**config.mk**
```make
export PLATFORM = sky130hd
export DESIGN_NAME = bus_scanner_flat
export DESIGN_NICKNAME = d
export VERILOG_FILES = /design/src/rtl/bus_scanner_if.sv /design/src/rtl/bus_scanner.sv /design/src/flat_wrapper.sv
export SDC_FILE = /design/constraint.sdc
export NUM_CORES = 1
export LEC_CHECK = 0
export ABC_AREA = 1
export CORE_MARGIN = 1.5
export CORE_UTILIZATION = 45
export DETAILED_ROUTE_END_ITERATION = 7
export MAX_ROUTING_LAYER = met4
export PLACE_DENSITY = 0.75
export SETUP_SLACK_MARGIN = 0.05
export SLEW_MARGIN = 10
export SYNTH_ARGS = -nofsm -noshare
export SYNTH_HDL_FRONTEND = slang
export SYNTH_SLANG_ARGS = --single-unit
```
**constraint.sdc**
```tcl
create_clock -name clk -period 1.7 [get_ports clk]
set_input_delay 0.51 -clock clk [delete_from_list [all_inputs] [get_ports clk]]
set_output_delay 0.51 -clock clk [all_outputs]
set_load 0.02 [all_outputs]
```
**src/rtl/bus_scanner_if.sv**
```systemverilog
// Bus between the scanner, its requester and the downstream 8:1 nibble mux.
// slave = scanner side; master = requester/mux side.
interface bus_scanner_if;
    logic        start;
    logic [3:0]  div;
    logic [3:0]  mux_out;
    logic [2:0]  sel;
    logic        busy;
    logic        done;
    logic [31:0] snapshot;
    logic [3:0]  max_val;
    logic [2:0]  max_idx;

    modport slave (
        input  start, div, mux_out,
        output sel, busy, done, snapshot, max_val, max_idx
    );

    modport master (
        output start, div, mux_out,
        input  sel, busy, done, snapshot, max_val, max_idx
    );
endinterface

```
**src/rtl/bus_scanner.sv**
```systemverilog
// Steps sel across an 8:1 nibble mux, dwelling div+1 cycles per channel before capture.
// A full scan takes 8*(div+2) cycles; start is ignored outside IDLE.
module bus_scanner (
    input  logic          clk,
    input  logic          reset,
    bus_scanner_if.slave  bus
);
    typedef enum logic [1:0] {IDLE, SETTLE, SAMPLE, DONE} state_t;

    state_t      state_q;
    logic [2:0]  sel_q;
    logic [3:0]  cnt_q;
    logic [3:0]  div_q;
    logic        busy_q;
    logic        done_q;
    logic [31:0] snapshot_q;
    logic [3:0]  max_val_q;
    logic [2:0]  max_idx_q;
    logic        take_max_d;

    // Channel 0 seeds the running maximum; later channels must be strictly larger.
    always_comb begin
        take_max_d = (sel_q == 3'd0) || (bus.mux_out > max_val_q);
    end

    always_ff @(posedge clk) begin
        if (reset) begin
            state_q    <= IDLE;
            sel_q      <= 3'd0;
            cnt_q      <= 4'd0;
            div_q      <= 4'd0;
            busy_q     <= 1'b0;
            done_q     <= 1'b0;
            snapshot_q <= 32'd0;
            max_val_q  <= 4'd0;
            max_idx_q  <= 3'd0;
        end else begin
            case (state_q)
                IDLE: begin
                    if (bus.start) begin
                        sel_q     <= 3'd0;
                        cnt_q     <= bus.div;
                        div_q     <= bus.div;
                        max_val_q <= 4'd0;
                        max_idx_q <= 3'd0;
                        busy_q    <= 1'b1;
                        state_q   <= SETTLE;
                    end
                end
                SETTLE: begin
                    if (cnt_q != 4'd0) begin
                        cnt_q <= cnt_q - 4'd1;
                    end else begin
                        state_q <= SAMPLE;
                    end
                end
                SAMPLE: begin
                    snapshot_q[{sel_q, 2'b00} +: 4] <= bus.mux_out;
                    if (take_max_d) begin
                        max_val_q <= bus.mux_out;
                        max_idx_q <= sel_q;
                    end
                    if (sel_q != 3'd7) begin
                        sel_q   <= sel_q + 3'd1;
                        cnt_q   <= div_q;
                        state_q <= SETTLE;
                    end else begin
                        busy_q  <= 1'b0;
                        done_q  <= 1'b1;
                        state_q <= DONE;
                    end
                end
                DONE: begin
                    done_q  <= 1'b0;
                    state_q <= IDLE;
                end
                default: state_q <= IDLE;
            endcase
        end
    end

    assign bus.sel      = sel_q;
    assign bus.busy     = busy_q;
    assign bus.done     = done_q;
    assign bus.snapshot = snapshot_q;
    assign bus.max_val  = max_val_q;
    assign bus.max_idx  = max_idx_q;
endmodule

```
**src/flat_wrapper.sv**
```systemverilog
// flat-port wrapper written by rule: the top's interface ports become plain ports
module bus_scanner_flat 
  (clk, reset, bus_start, bus_div, bus_mux_out, bus_sel, bus_busy, bus_done, bus_snapshot, bus_max_val, bus_max_idx);
  bus_scanner_if bus_i ();
  input  logic clk;
  input  logic reset;
  input wire logic [$bits(bus_i.start)-1:0] bus_start;
  input wire logic [$bits(bus_i.div)-1:0] bus_div;
  input wire logic [$bits(bus_i.mux_out)-1:0] bus_mux_out;
  output wire logic [$bits(bus_i.sel)-1:0] bus_sel;
  output wire logic [$bits(bus_i.busy)-1:0] bus_busy;
  output wire logic [$bits(bus_i.done)-1:0] bus_done;
  output wire logic [$bits(bus_i.snapshot)-1:0] bus_snapshot;
  output wire logic [$bits(bus_i.max_val)-1:0] bus_max_val;
  output wire logic [$bits(bus_i.max_idx)-1:0] bus_max_idx;
  assign bus_i.start = bus_start;
  assign bus_i.div = bus_div;
  assign bus_i.mux_out = bus_mux_out;
  assign bus_sel = bus_i.sel;
  assign bus_busy = bus_i.busy;
  assign bus_done = bus_i.done;
  assign bus_snapshot = bus_i.snapshot;
  assign bus_max_val = bus_i.max_val;
  assign bus_max_idx = bus_i.max_idx;
  bus_scanner u_core (.clk(clk), .reset(reset), .bus(bus_i));
endmodule
```
# Yosys cells after proc, flatten, opt, wreduce, memory -nomap -nowiden

Index checks and enable logic that the tools add are counted.

Register bits: 54
Input port bits: 11
Logic and storage cells: 61

Add/sub/neg operators: 3
Order comparisons: 1
Equal/unequal tests: 10
Shift operators: 2
Mux-type cells: 22
Reduce and logical (&&, ||, !) cells: 14

Operators by type and width:

| operator                                                                | count |
|---|---|
| 32-bit bitwise mux                                                      | 1 |
| 4-bit by 7-bit variable shift with 32-bit output (first input constant) | 1 |
| 4-bit by 7-bit indexed part select with 32-bit output                   | 1 |
| 4-bit two-way mux                                                       | 5 |
| 3-bit one-hot mux with 2 select lines                                   | 2 |
| 4-bit one-hot mux with 3 select lines                                   | 1 |
| 3-bit two-way mux                                                       | 3 |
| 3-bit AND reduction                                                     | 3 |
| 2-bit one-hot mux with 4 select lines                                   | 1 |
| 4-bit one-hot mux with 2 select lines                                   | 1 |
| 5-bit negation with 7-bit output                                        | 1 |
| 2-bit two-way mux                                                       | 3 |
| 2-bit by 1-bit != test with 1-bit output (second input constant)        | 3 |
| 2-bit != test (second input constant)                                   | 3 |
| 2-bit AND reduction                                                     | 3 |
| 2-bit equality test (second input constant)                             | 2 |
| 4-bit greater-than comparator                                           | 1 |
| 1-bit one-hot mux with 2 select lines                                   | 2 |
| 4-bit AND reduction                                                     | 1 |
| 2-bit nonzero test                                                      | 2 |
| 4-bit nonzero test                                                      | 1 |
| 4-bit by 1-bit subtractor with 4-bit output (second input constant)     | 1 |
| 3-bit by 1-bit adder with 3-bit output (second input constant)          | 1 |
| 3-bit logical NOT                                                       | 1 |
| 6 further kinds                                                         | 8 |

# Longest topological paths before layout

Depth in word-level cells: 4
Mapped depth: 13
Mapped depth without buffers: 13

# Least setup slack after synthesis

Ideal clock, no wire load.

Path type: register to register
Start: reg u_core.sel_q[0] (netlist: u_core.bus.sel[0])
End: reg u_core.snapshot_q[20] (netlist: u_core.bus.snapshot[20])
Arrival: 1.877 ns
Required time: 1.584 ns
Path slack: -0.293 ns
Stages on the path, launching flop included: 10
Path buffers: 1
Cell sequence: dfxtp_1 > buf_4 > inv_1 > ha_1 > ha_1 > inv_1 > nand3_1 > or2_1 > nor2_1 > nor2_1

Longest elaborated chain between the ends: 3

RTL lines:

| element                                                                                                                   | line              | RTL |
|---|---|---|
| start: declaration                                                                                                        | bus_scanner.sv:11 | `logic [2:0] sel_q;` |
| start signal: assignment                                                                                                  | bus_scanner.sv:64 | `sel_q <= sel_q + 3'd1;` |
| 5-bit negation with 7-bit output *                                                                                        | bus_scanner.sv:58 | `snapshot_q[{sel_q, 2'b00} +: 4] <= bus.mux_out;` |
| 4-bit by 7-bit indexed part select with 32-bit output or 4-bit by 7-bit variable shift with 32-bit output (tied branches) | bus_scanner.sv:58 |  |
| 32-bit bitwise mux *                                                                                                      | bus_scanner.sv:58 |  |
| end signal: indexed assignment                                                                                            | bus_scanner.sv:58 |  |
| end: declaration                                                                                                          | bus_scanner.sv:16 | `logic [31:0] snapshot_q;` |

Mark *: on every way between the ends. The rest lies on a longest branch, timed or not.
A chain may end at the register's enable or synchronous reset.

# Worst setup path in the final report

Start: reg u_core.sel_q[0] (netlist: u_core.bus.sel[0])
End: reg u_core.snapshot_q[22] (netlist: u_core.bus.snapshot[22])

Same word-level chain as after synthesis.

==> metrics.md <==
| Metric | Value |
|---|---|
| Outcome | `complete, no violations` |
| Cell total after placement | `488` |
| Hold Crit Start | `u_core.bus.snapshot[30]$_SDFFE_PP0P_` |
| Largest cells by area after synthesis | `dfxtp_1 43%, a21oi_1 8.5%, nand2_1 7.7%, o21ai_0 7.3%, nor2_1 7.1%` |
| VDD IR max | `793 µV` |
| Total CTS buffers | `5` |
| Buf/Inv on CP | `2` |
| Sw Ratio | `39.6%` |
| First-pass GRT wire length | `10500 µm` |
| Min Clock Period, post-route | `1.62 ns` |
| Delay-heaviest family, CP | `simple AND/OR/NAND/NOR gates` |
| Area fraction of the dominant cell type after synthesis | `42.8%` |
| Via count | `2602` |
| Slew HR | `77.9%` |
| CP Data Required Time | `1.92 ns` |
| P_int | `2.50 mW` |
| Reg2reg end | `u_core.bus.snapshot[22]$_SDFFE_PP0P_` |
| Die Area | `6080 µm²` |
| Root Buffer | `clkbuf_8` |
| Mux share of post-synthesis cell area | `0%` |
| Drt pass-1 iters | `4` |
| Die Ht | `77.9 µm` |
| Final wirelength | `6340 µm` |
| Critical path capture point type | `register` |
| Antenna violations before repair | `0` |
| Vias in the first global route | `2473` |
| LEAKAGE | `1.71 nW` |
| Core Box Area | `5470 µm²` |
| Reg2reg path depth | `8` |
| R2R setup slack | `0.08 ns` |
| Layout Cells excl Fill | `504` |
| Clock skew | `0.0115 ns` |
| Main combinational cell family by area after synthesis | `simple AND/OR/NAND/NOR gates` |
| Synth Area in Compound Gates | `18.4%` |
| First-iteration detailed-routing DRC count | `205` |
| # Max-Cap Violations | `0` |
| Initial Util | `46.2%` |
| PortBufs | `54` |
| Pwr/cell area | `1150 nW/µm²` |
| Synth unique cells | `26` |
| Antenna diodes | `0` |
| Logic pwr share | `44.0%` |
| GPL Wtd Cong | `0.872` |
| Tcrit/Tclk final | `95.5%` |
| Transition time of the tightest slew-check pin | `0.330 ns` |
| Nets | `456` |
| Synth Area in XOR/XNOR | `0%` |
| Worst Hold Class | `reg -> reg` |
| Detailed Place HPWL | `4500 µm` |
| Routed Antenna Nets | `0` |
| Clock Latency Late Sink | `0.31 ns` |
| Sequential share of power | `37.7%` |
| DRC Markers | `0` |
| Flops & latches, synth | `54` |
| Syn avg cell area | `7.24 µm²` |
| Worst path cell trace | `inv_2 > ha_4 > ha_4 > inv_2 > nand3_4 > or2_4 > nor2_1 > nor2_1` |
| Simple-Gate Fraction of Synth Area | `23.2%` |
| Mapped Nets | `374` |
| Synthesized instance count | `349` |
| WHS Path Cells | `2` |
| Clock slew at reported path FFs | `0.11 ns` |
| Final Hold Fails | `0` |
| Die W | `77.9 µm` |
| Row Count | `27` |
| Yosys warns | `0` |
| Crit start category | `register` |
| Crit path kind | `reg -> reg` |
| Clk sinks | `54` |
| Worst Path Arrival | `1.84 ns` |
| Crit-path max FO | `5` |
| Clock tree from TritonCTS | `done` |
| Largest net degree at the start of global routing | `44` |
| Synth Cell Area | `2530 µm²` |
| Final hold slack | `0.448 ns` |
| CTS Buffer Depth | `2` |
| Adder-cell share of the synthesized area | `6.93%` |
| Final setup viols | `0` |
| Hold endpoint | `u_core.bus.snapshot[30]$_SDFFE_PP0P_` |
| Share of layout cells above drive strength 1 | `19.9%` |
| Via density per instance | `5.16` |
| Unrepaired setup endpoints after global routing | `yes` |
| I/O pin cnt | `55` |
| Max Freq | `616 MHz` |
| Remaining global-route overflow | `0` |
| WL/cell | `12.6 µm` |
| Area Growth Syn to Fin | `42.9%` |
| Sequential share of the synthesized area | `42.8%` |
| Crit-path max cell delay | `0.40 ns` |
| Reg2reg start | `u_core.bus.sel[0]$_SDFFE_PP0P_` |
| Worst path slowest cell | `dfxtp_4` |
| Filler cells | `456` |
| Synth area leader | `dfxtp_1` |
| H-tree depth | `2` |
| Final Max Tran Viols | `0` |
| GRT Overall Usage | `21.8%` |
| Switching Power | `1.64 mW` |
| Clk network pwr share | `18.3%` |
==> cells in the mapped netlist (all sizes together) <==
master  count
nand2      53
dfxtp      54
ha         14
a31oi       2
a21oi      43
clkbuf      6
inv        47
o21ai      42
nand3      21
buf         4
nor2       50
nor3        3
or2         2
nand3b      1
a22oi       1
o211ai      1
nand4       4
a211oi      1
==> flip-flops by register name (all words and copies together) (netlist names) <==
register,flops
u_core.bus.max_idx,3
u_core.div_q,4
u_core.bus.sel,3
u_core.bus.max_val,4
u_core.state_q,2
u_core.bus.busy,1
u_core.bus.snapshot,32
u_core.bus.done,1
u_core.cnt_q,4
==> logic make-up (layout without fill, tap and decap cells) <==
family          after synthesis  count (layout)
compound gates               90              90
flops                        54              54
buf+inv                      57             140
simple gates                134             134
fa+ha+maj                    14              14
==> cell type report <==
class / instances / area (µm²) / share of cell area (%)
Clock buffer: 5 / 68.8 / 1.91
Tap cell: 72 / 90.1 / 2.49
Clock inverter: 3 / 26.3 / 0.727
Inverter: 47 / 176 / 4.88
Multi-Input combinational cell: 238 / 1410 / 38.9
Timing Repair Buffer: 85 / 749 / 20.7
Sequential cell: 54 / 1090 / 30.3
==> worst min-delay path, stage by stage (launching register included) <==
cell and delay, ns:
dfxtp_1 0.32, inv_1 0.05, a21oi_1 0.05
==> worst max-delay path by stage <==
stage          slack [ns]                                   end                           start  cells past startpoint
2_1_floorplan        0.05  u_core.bus.snapshot[20]$_SDFFE_PP0P_  u_core.bus.sel[0]$_SDFFE_PP0P_                      9
3_3_place_gp        -0.33    u_core.bus.max_idx[1]$_SDFFE_PP0P_                  bus_mux_out[2]                     11
3_5_place_dp        -0.40    u_core.bus.max_val[0]$_SDFFE_PP0P_                  bus_mux_out[2]                     12
4_1_cts              0.05  u_core.bus.snapshot[18]$_SDFFE_PP0P_  u_core.bus.sel[0]$_SDFFE_PP0P_                      8
5_1_grt             -0.03  u_core.bus.snapshot[24]$_SDFFE_PP0P_  u_core.bus.sel[0]$_SDFFE_PP0P_                      8
6_report             0.08  u_core.bus.snapshot[22]$_SDFFE_PP0P_  u_core.bus.sel[0]$_SDFFE_PP0P_                      8
==> stage by stage <==
step	cell area, µm²	setup TNS [ns]	setup WS [ns]	util, %	power (mW)
after floorplan	2570	0	0.0534	-	2.68
after global placement	3340	-2.51	-0.333	61.1	3.17
after detailed placement	3340	-2.99	-0.397	61.1	3.22
after CTS	3440	0	0.0524	62.9	3.95
after global routing	3610	-0.0293	-0.0253	66.0	4.47
final	3610	0	0.0759	66.0	4.14
==> power groups by stage <==
stage,Sequential (mW),Clock [mW],Combinational [mW]
floorplan,1.65,0,1.03
global placement,1.57,0,1.60
detailed placement,1.57,0,1.64
CTS,1.54,0.772,1.64
global route,1.59,0.840,2.04
finish,1.56,0.757,1.82
==> layer usage <==
metal	vias to the layer above	global-route usage (%)	wire length [µm]
li1	1309	-	-
met1	1201	24.9	2690
met2	78	39.1	3230
met3	14	4.12	309
met4	0	5.36	106
met5	-	-	0
==> layout by cell type (no fill, tap or decap) <==
| cell type | count |
|---|---|
| a211oi_1 | 1 |
| a21oi_1 | 42 |
| a21oi_2 | 1 |
| a22oi_1 | 1 |
| a31oi_1 | 2 |
| buf_12 | 2 |
| buf_4 | 25 |
| buf_6 | 4 |
| clkbuf_2 | 1 |
| clkbuf_8 | 5 |
| clkdlybuf4s50_1 | 6 |
| clkinv_4 | 1 |
| dfxtp_1 | 47 |
| dfxtp_2 | 5 |
| dfxtp_4 | 2 |
| dlygate4sd2_1 | 47 |
| ha_1 | 7 |
| ha_4 | 7 |
| inv_1 | 39 |
| inv_2 | 8 |
| inv_6 | 2 |
| nand2_1 | 47 |
| nand2_2 | 6 |
| nand3_1 | 17 |
| nand3_2 | 2 |
| nand3_4 | 2 |
| nand3b_1 | 1 |
| nand4_1 | 4 |
| nor2_1 | 43 |
| nor2_2 | 4 |
| nor2_4 | 3 |
| nor3_2 | 1 |
| nor3_4 | 2 |
| o211ai_1 | 1 |
| o21ai_0 | 34 |
| o21ai_1 | 6 |
| o21ai_2 | 1 |
| o21ai_4 | 1 |
| or2_1 | 1 |
| or2_4 | 1 |
==> repair_timing <==
item / CTS / global route
endpoints found under the hold margin: 0 / 0
cloned: 1 / 0
setup buffers: 4 / 3
pin swaps: 5 / 15
hold buffers: 0 / 0
gates resized for setup: 55 / 42
endpoints found under the setup margin: 63 / 39
(Power assumes the default switching activity.)
==> RTL change: new RTL, same settings <==
Re-encode `state_t` (4 states) as one-hot, 4 bits wide.
--- a/src/rtl/bus_scanner.sv
+++ b/src/rtl/bus_scanner.sv
@@ -6,5 +6,5 @@
     bus_scanner_if.slave  bus
 );
-    typedef enum logic [1:0] {IDLE, SETTLE, SAMPLE, DONE} state_t;
+    typedef enum logic [3:0] {IDLE = 4'b0001, SETTLE = 4'b0010, SAMPLE = 4'b0100, DONE = 4'b1000} state_t;
 
     state_t      state_q;
Check against the original RTL: same outputs for any inputs over 10 cycles, from zero or initial values and one cycle with reset high; not proved beyond that.
==> RTL change against the unedited design <==
Clock power grew 5.2%; area after synthesis grew 5.4%; sequential cell count grew 2; maximum frequency shrank 0.14%; power shrank 10%; via count grew 2.8%; wire length grew 6.6%; cell area grew 2.6%; critical path depth grew 1; critical path type unchanged; largest power group is now registers; global-route usage grew 0.40 points; synthesized cell count grew 5.7%; setup slack lost 0.0023 ns.
==> RTL change: results (changes against the unedited design) <==
The flow ran to the end, and the final reports show no timing, DRC or antenna violations. The longest individual stage delay on the worst path was 0.37 ns (-0.03 ns). The run gives 2674 (+2.8%) as the count of vias placed by the detailed router.

The sum of routed wire length over all layers is 6750 um (+6.6%), and the ratio of cells with drive above 1 in the final layout is 21.4% (+1.5 points). The distinct cell type count of the synthesized netlist was 29 (+12%); the part of the Yosys area used for sequential elements was 42.1% (-0.69 points). The weighted congestion reported at the end of routability-driven placement was 0.899 (+3.1%); the initial DRC count was 215 (+4.9%).

The largest fanout on the critical path was 8 (+3). For the total leakage power, the log shows 1.80 nW (+5.6%). For the count of yosys warnings during synthesis, the log shows 0 (unchanged). Arrival time of data at the critical path endpoint: 1.84 ns (about the same). The run gives 4900 um (+9.0%) as the total half-perimeter wirelength after legalization and detailed placement. The number of nets in the final layout was 473 (+3.7%). Counting instances in the post-synthesis netlist gives the leading cell types as 71 x sky130_fd_sc_hd__nor2_1, 65 x sky130_fd_sc_hd__nand2_1, 56 x sky130_fd_sc_hd__dfxtp_1.

The tools report the pin count of the biggest net entering global routing as 20 (-55%). The mean area per synthesized cell is 7.22 um^2 (-0.32%), and the number of non-filler instances in the completed layout is 526 (+4.4%). The number of cells in the design after placement came out at 509 (+4.3%). The number of global-route vias before repair was 2413 (-2.4%).

The fraction of the mapped netlist area in compound gates was 12.1% (-6.2 points); the maximum vdd ir drop was 0.767 mV (-3.2%). The total global routing track utilization is 22.2% (+0.40 points). The first-pass GRT wire length is 10800 um (+2.6%). In the synthesized netlist the dominant register cell turns out to be sky130_fd_sc_hd__dfxtp_1. For the core region area, the log shows 0.00561 mm^2 (+2.5%).

For the clock network latency to the later pin of the worst-skew pair, the log shows 0.31 ns (about the same). Detailed-routing iteration count for the pre-antenna-repair pass: 7 (+3). In this design, the largest share of critical-path delay is due to adder cells.

The post-route clock skew was 0.00594 ns (-0.00561 ns). After synthesis, the cell types taking the most area are sky130_fd_sc_hd__dfxtp_1 42%, sky130_fd_sc_hd__nor2_1 10%, sky130_fd_sc_hd__nand2_1 9.2%, sky130_fd_sc_hd__a21oi_1 6.0%, sky130_fd_sc_hd__inv_1 4.5%. The switching component of the power is 1.35 mW (-18%).
==> RTL change: what timing repair did <==
action	in CTS	in global routing
pin swaps	5	5
cloned	1	0
gates resized for setup	54	32
buffers inserted	6	2
endpoints found under the setup margin	72	41
==> RTL change: layout make-up <==
cell class              count  area (um^2)
multi-input cells         264         1490
clock inverters             1         5.00
repair buffers             85          722
clock buffers               7         97.6
inverters                  41          173
fillers                   510         1900
flip-flops and latches     56         1130
well taps                  72         90.1
==> RTL change: power groups by stage <==
stage	combinational [mW]	sequential, mW	clock (mW)
after detailed placement	1.23	1.56	0
after global placement	1.19	1.56	0
after CTS	1.24	1.52	0.808
final	1.38	1.53	0.796
after global routing	1.52	1.55	0.862
after floorplan	0.771	1.62	0
==> RTL change: layer usage <==
layer,up-vias,part of all wire (%),track usage (%)
li1,1372,-,-
met1,1219,45,27.3
met2,70,50,37.4
met3,13,4.1,2.74
met4,0,1.7,7.59
met5,-,0,-
==> RTL change: stage by stage <==
step           instance area, um^2  setup TNS, ns  hold slack [ns]  setup slack, ns  utilization (%)
2_1_floorplan                 2720         -0.237            0.423          -0.0614                -
3_3_place_gp                  3470          -2.78            0.434           -0.300             61.9
3_5_place_dp                  3470          -3.80            0.444           -0.396             61.9
4_1_cts                       3580              0            0.458           0.0400             63.9
5_1_grt                       3700        -0.0639            0.474          -0.0245             66.1
6_report                      3700              0            0.456           0.0736             66.1
==> RTL change: final timing paths <==
kind,from,to,slack [ns],cells after the start
hold reg to reg,u_core.div_q[0],u_core.div_q[0],0.46,2
hold / removal,u_core.div_q[0],u_core.div_q[0],0.46,2
setup / recovery,u_core.bus.sel[0],u_core.bus.snapshot[14],0.07,9
setup reg to reg,u_core.bus.sel[0],u_core.bus.snapshot[14],0.07,9
==> RTL change: kinds of logic after synthesis <==
kind of cell	after synthesis
DFF	56
adders and majority gates	9
buffers and inverters	50
and+or+nand+nor	193
AOI/OAI and AO/OA	61
==> RTL change: worst min-delay path, delay by kind of cell (launching register included) <==
family	cells	cell delay [ns]
buf+inv	1	0.05
flops	1	0.32
compound gates	1	0.05
